**src/rtl/serial_shifter.sv**
```systemverilog
// serial_shifter -- multi-cycle SLL/SRL/SRA unit for the MIPS datapath.
//
// Shifts one bit position per clock (or up to four when the optional
// fast-step mode is built in), then pulses done_o for one cycle with the
// result on data_o. data_o holds that result until the next done_o.
//
// Ports:
//   clk      system clock, rising edge
//   reset    asynchronous active-low reset
//   start_i  request, sampled only while idle
//   op_i     00=SLL 01=SRL 10=SRA 11=pass-through
//   shamt_i  shift amount, captured with the request
//   data_i   operand, captured with the request
//   data_o   result (registered, updated on entry to DONE)
//   busy_o   high whenever not idle
//   done_o   one-cycle pulse, data_o valid in that cycle
//
// Optional feature (compile-time macro SERIAL_SHIFTER_STEP4_EN):
//   when defined, a counter value >= 4 shifts four positions per edge.
//   Results are identical to the one-bit mode; only latency changes.
module serial_shifter #(
  parameter int N_BITS     = 32,
  parameter int SHAMT_BITS = 5
) (
  input  logic                  clk,
  input  logic                  reset,
  input  logic                  start_i,
  input  logic [1:0]            op_i,
  input  logic [SHAMT_BITS-1:0] shamt_i,
  input  logic [N_BITS-1:0]     data_i,
  output logic [N_BITS-1:0]     data_o,
  output logic                  busy_o,
  output logic                  done_o
);

  typedef enum logic [1:0] {IDLE, SHIFT, DONE} state_t;

  localparam logic [1:0] OP_SLL = 2'b00;
  localparam logic [1:0] OP_SRL = 2'b01;
  localparam logic [1:0] OP_SRA = 2'b10;
  localparam logic [1:0] OP_PASS = 2'b11;

  state_t                  state, state_nxt;
  logic [N_BITS-1:0]       sreg, sreg_nxt;
  logic [SHAMT_BITS-1:0]   cnt, cnt_nxt;
  logic [1:0]              op, op_nxt;
  logic [SHAMT_BITS-1:0]   step;
  logic [N_BITS-1:0]       shifted;

  // Positions moved on this SHIFT edge.
  always_comb begin
`ifdef SERIAL_SHIFTER_STEP4_EN
    step = (cnt >= SHAMT_BITS'(4)) ? SHAMT_BITS'(4) : SHAMT_BITS'(1);
`else
    step = SHAMT_BITS'(1);
`endif
  end

  // One shift step of the held operand; SRA refills with the sign bit.
  always_comb begin
    shifted = sreg;
    case (op)
      OP_SLL:  shifted = sreg << step;
      OP_SRL:  shifted = sreg >> step;
      OP_SRA:  shifted = $unsigned($signed(sreg) >>> step);
      default: shifted = sreg;
    endcase
  end

  always_comb begin
    state_nxt = state;
    sreg_nxt  = sreg;
    cnt_nxt   = cnt;
    op_nxt    = op;
    case (state)
      IDLE: begin
        if (start_i) begin
          sreg_nxt  = data_i;
          cnt_nxt   = shamt_i;
          op_nxt    = op_i;
          // Zero shift and pass-through finish straight from the accept edge.
          state_nxt = (shamt_i != '0 && op_i != OP_PASS) ? SHIFT : DONE;
        end
      end
      SHIFT: begin
        sreg_nxt = shifted;
        cnt_nxt  = cnt - step;
        if (cnt_nxt == '0) state_nxt = DONE;
      end
      DONE:    state_nxt = IDLE;
      default: state_nxt = IDLE;
    endcase
  end

  always_ff @(posedge clk or negedge reset) begin
    if (!reset) begin
      state  <= IDLE;
      sreg   <= '0;
      cnt    <= '0;
      op     <= '0;
      data_o <= '0;
      done_o <= 1'b0;
    end else begin
      state  <= state_nxt;
      sreg   <= sreg_nxt;
      cnt    <= cnt_nxt;
      op     <= op_nxt;
      done_o <= (state_nxt == DONE);
      // Result register only moves on entry to DONE so it holds between ops.
      if (state_nxt == DONE) data_o <= sreg_nxt;
    end
  end

  assign busy_o = (state != IDLE);

endmodule

```
**config.mk**
```make
export PLATFORM = sky130hd
export DESIGN_NAME = serial_shifter
export DESIGN_NICKNAME = d
export VERILOG_FILES = /design/src/rtl/serial_shifter.sv
export SDC_FILE = /design/constraint.sdc
export NUM_CORES = 1
export LEC_CHECK = 0
export CORE_AREA = 2 2 132 134
export CTS_BUF_LIST = sky130_fd_sc_hd__clkbuf_4
export DETAILED_ROUTE_END_ITERATION = 10
export DIE_AREA = 0 0 134 136
export GPL_TIMING_DRIVEN = 0
export PLACE_DENSITY = 0.42
export SYNTH_ARGS = -nofsm -noshare
export SYNTH_HDL_FRONTEND = slang
export SYNTH_SLANG_ARGS = --single-unit
```
**constraint.sdc**
```tcl
create_clock -name clk -period 3.58 [get_ports clk]
set_input_delay 0.537 -clock clk [delete_from_list [all_inputs] [get_ports clk]]
set_output_delay 0.537 -clock clk [all_outputs]
set_load 0.01 [all_outputs]
```
After elaboration in Yosys (flattened, before gate mapping) --
Cells that the tools add are included. W data, S select, Z words.
Word-level totals: flip-flop bits (word level) 74, input port bits 42, output and inout port bits 34
Cells by class: add/sub/neg operators 1, equal/unequal tests 6, mux-type cells 9, reduce and logical (&&, ||, !) cells 9
Operators with widths (number):
- $pmux W32 S3 | 1
- $pmux W32 S2 | 1
- $mux W32 | 1
- $pmux W5 S2 | 1
- $mux W2 | 3
- $logic_not A5 Y1 | 1
- $mux W5 | 1
- $reduce_bool A5 Y1 | 1
- $sub A5 B1 Y5 const B | 1
- $eq A2 B1 Y1 const B | 2
- $eq A2 B2 Y1 const B | 2
- $logic_not A2 Y1 | 2
- $ne A2 B2 Y1 const B | 2
- $pmux W2 S2 | 1
- $reduce_and A2 Y1 | 2
- $reduce_bool A2 Y1 | 2
- $logic_and A1 B1 Y1 | 1

Logic depth before layout (Yosys ltp) --
depth in word-level cells 6, depth in mapped cells 8

Worst setup path after synthesis --
Ideal clock, no wire load.
kind reg2reg, start reg cnt[0], end reg data_o[10], library setup time 0.125 ns, data arrival time 1.812 ns, setup slack 1.643 ns, cell stages (with the launch flop) 9, period minus slack after synthesis 1.937 ns, path through dfrtp_1 inv_1 ha_1 and3b_1 a31oi_1 o32a_1 buf_6 buf_12 mux2_4
On the way: longest elaborated chain between the ends 5
RTL lines:
- from (decl) | line 45 | logic [SHAMT_BITS-1:0] cnt, cnt_nxt;
- from (signal assigned) | line 106 | cnt <= cnt_nxt;
- $sub A5 B1 Y5 | line 87 | cnt_nxt = cnt - step;
- $logic_not A5 Y1 | line 88 | if (cnt_nxt == '0) state_nxt = DONE;
- $mux W2 | line 88
- $pmux W2 S2 | line 75 | case (state)
- $eq A2 B2 Y1 | line 110 | if (state_nxt == DONE) data_o <= sreg_nxt;
- to (signal assigned) | line 110
- to (decl) | line 31 | output logic [N_BITS-1:0] data_o,
Every way passes these cells. A chain may end at the register's enable or synchronous reset.

Final worst setup path --
start reg state[1], end out busy_o
On the way: longest elaborated chain between the ends 1
RTL lines:
- from (decl) | line 43 | state_t state, state_nxt;
- from (signal assigned) | line 104 | state <= state_nxt;
- $reduce_bool A2 Y1 | line 114 | assign busy_o = (state != IDLE);
- to (decl) | line 32 | output logic busy_o,
Every way passes these cells.

==> flow_summary_export.csv <==
group,metric,value,unit
timing,skew,0.0264,ns
clock_network,clkLatencyLatePin,0.45,ns
logic_synthesis,synth_edf_count,0,
logic_synthesis,syn-cell-area,4100,sq um
grt,antenna_found_initial,1,
hold_path,worstHoldPathType,"input port to async pin",
logic_synthesis,synth_top_flop_cell,"dfrtp_1",
grt,grt_pass1_vias,3530,
timing,worst_slack,1.31,ns
timing,rsz0062_at_grt,"false",
worst_setup_path,start_kind,"flip-flop",
detailed_routing,drtPass1Iterations,4,
placement,place.gp.congestion,0.777,
logic_synthesis,syn_inst,397,
worst_setup_path,critPathArrivalTime,1.73,ns
logic_synthesis,synth_seq_cells,74,
floorplan,initial_core_util,0.243,
timing,maxSlewViolCount,0,
logic_synthesis,synth_area_leaders,"dfrtp_1 (45%), o221ai_1 (12%), mux2_4 (10%)",
logic_synthesis,async_flop_share,1.00,
timing,holdWs,0.0374,ns
clock_network,cts_tree,"built",
floorplan,die_y,136,microns
placement,pre_cts_ws,1.12,ns
timing,fmax,0.440,GHz
cells_and_area,fin_cells,714,
logic_synthesis,netlist_top_cells_count,"dfrtp_1 (74), o221ai_1 (54), a21oi_1 (38)",
cells_and_area,post-route-util,0.313,
clock_network,cts_setup_buffers,0,
floorplan,die_area,18200,sq um
floorplan,ios,76,
floorplan,die_x,134,microns
worst_setup_path,crit_buf_inv,3,
outcome,outcome,"finished, final reports clean",
logic_synthesis,ys_types,39,
clock_network,postCtsHoldBufs,0,
clock_network,cts.sinks,74,
detailed_routing,drt-total-wl,12.7,mm
timing,period_share,0.635,
timing,final-setup-viol-count,0,
clock_network,clk_pin_slew,0.12,ns
detailed_routing,wire_per_inst,17.8,microns
logic_synthesis,ys_seq_area_frac,0.452,
logic_synthesis,yosys.area.top_type,"dfrtp_1",
power,leakagePower,2.13,nW
logic_synthesis,synth_most_common_cell,"dfrtp_1",
worst_setup_path,cp.required,3.04,ns
worst_setup_path,crit_family,"buffers and inverters",
grt,grt_pass1_wl,20.2,mm
power,power_density,894,nW/um^2
timing,worst-slew-pin-transition,0.657,ns
worst_setup_path,critical_path.max_stage_delay,0.48,ns
logic_synthesis,syn-num-nets,441,
placement,dpl.hpwl,8.80,mm
cells_and_area,fin_nets,527,
placement,place_inst,697,
clock_network,cts_resized,0,
floorplan,core-area,16900,sq um
floorplan,rows,48,
grt,gr-usage-all-layers,0.145,
worst_setup_path,crit_type,"flip-flop to output port",
placement,portBuffers,74,
clock_network,numCtsBuffers,9,
grt,grt_max_degree,41,
timing,fin_crit,2.27,ns
grt,grt-ovfl-total,0,
cells_and_area,nFillCells,1756,
timing,slew_headroom,0.562,
logic_synthesis,yosysTopAreaCellShare,0.452,
detailed_routing,antenna_left,0,
clock_network,htreeDepth,3,
detailed_routing,routed-via-count,3435,
detailed_routing,viasPerCell,4.81,
worst_setup_path,slowest_stage,"clkdlybuf4s50_1",
logic_synthesis,yosysWarnings,0,
worst_setup_path,cp-end-kind,"output port",
detailed_routing,drt_iter0_drc,223,
clock_network,cts_max_path_buffers,2,
run,maxCapViolations,0,
cells_and_area,drive_gt1_frac,0.145,
worst_setup_path,path_max_fanout,10,
detailed_routing,remaining_drc_errors,0,
timing,hold_viol_final,0,
logic_synthesis,avgSynthCellArea,10.3,sq um
clock_network,cts_root_buf,"clkbuf_4",
power,peakVddDrop,0.000234,V
cells_and_area,syn_to_final_growth,28.9,%
worst_setup_path,crit_chain,"buf_2 > nor2_1 > inv_1 > clkdlybuf4s50_1",
## state kept, by name (all words and copies together) (netlist names)
signal / count
cnt: 5
data_o: 32
done_o: 1
sreg: 32
op: 2
state: 2
## worst paths after layout
kind / start / end / slack [ns] / cells past startpoint
min in group clk: data_o[0] / data_o[0] / 0.52 / 1
max in group asynchronous: reset / sreg[11] / 2.95 / 2
hold reg to reg: data_o[0] / data_o[0] / 0.52 / 1
hold / removal: reset / done_o / 0.04 / 1
setup / recovery: state[1] / busy_o / 1.31 / 4
setup reg to reg: cnt[0] / data_o[13] / 1.38 / 8
## worst register-to-register path, stage by stage, from the launching register on
cell,delay (ns)
dfrtp_1,0.47
inv_1,0.07
ha_1,0.26
and3b_1,0.18
a31oi_1,0.22
o32a_1,0.22
buf_6,0.19
buf_12,0.17
mux2_4,0.31
## cell usage in the layout (no fill, tap or decap), drive strengths merged, types with 2 or more instances in the layout
cell,synthesis,routed
a21oi,38,38
a221o,2,2
a221oi,2,2
a31oi,2,2
and3b,3,3
buf,19,21
clkbuf,16,28
clkdlybuf4s50,0,73
clkinv,0,3
dfrtp,74,74
ha,2,2
inv,9,9
mux2,32,32
mux2i,4,4
nand2,37,37
nand2b,2,2
nand3b,4,4
nor2,35,35
nor2b,32,32
o211ai,2,2
o21ai,8,8
o221ai,54,54
o22ai,6,6
or2b,2,2
## power by group
group          total, W  switching [W]  internal [W]
Clock          0.000545       0.000313      0.000232
Sequential      0.00164       0.000388       0.00125
Combinational   0.00253        0.00123       0.00130
## metal layers
metal  up-vias  global-route usage  part of all wire
met3        17              0.0231             0.037
met5         -                   0                 0
met2        76               0.226              0.46
met1      1700               0.202              0.49
li1       1642                   -                 -
met4         0              0.0556             0.019
## logic make-up after synthesis
family	after synthesis	synth area share
compound gates	120	0.209
mux	36	0.123
flops	74	0.452
fa+ha+maj	2	0.00611
xor+xnor	1	0.00214
buf+inv	44	0.0641
simple gates	120	0.143
## cell type report
type / instances / area [sq um] / area share
multi-input combinational: 279 / 1980 / 0.375
clock buffer: 12 / 90.1 / 0.0171
buffer: 35 / 229 / 0.0434
antenna: 1 / 2.50 / 0.000474
timing repair buffer: 75 / 766 / 0.145
tap: 225 / 282 / 0.0533
sequential: 74 / 1850 / 0.351
clock inverter: 4 / 42.5 / 0.00806
inverter: 9 / 33.8 / 0.00640
## per-stage QoR
step,setup TNS (ns),area [sq um],total power [W]
5_1_grt,0,5280,0.00508
3_5_place_dp,0,5140,0.00419
4_1_cts,0,5280,0.00475
2_1_floorplan,0,4100,0.00325
6_report,0,5280,0.00472
3_3_place_gp,-67.91,5120,0.00416
No activity file was read; power rests on OpenSTA's default activity.
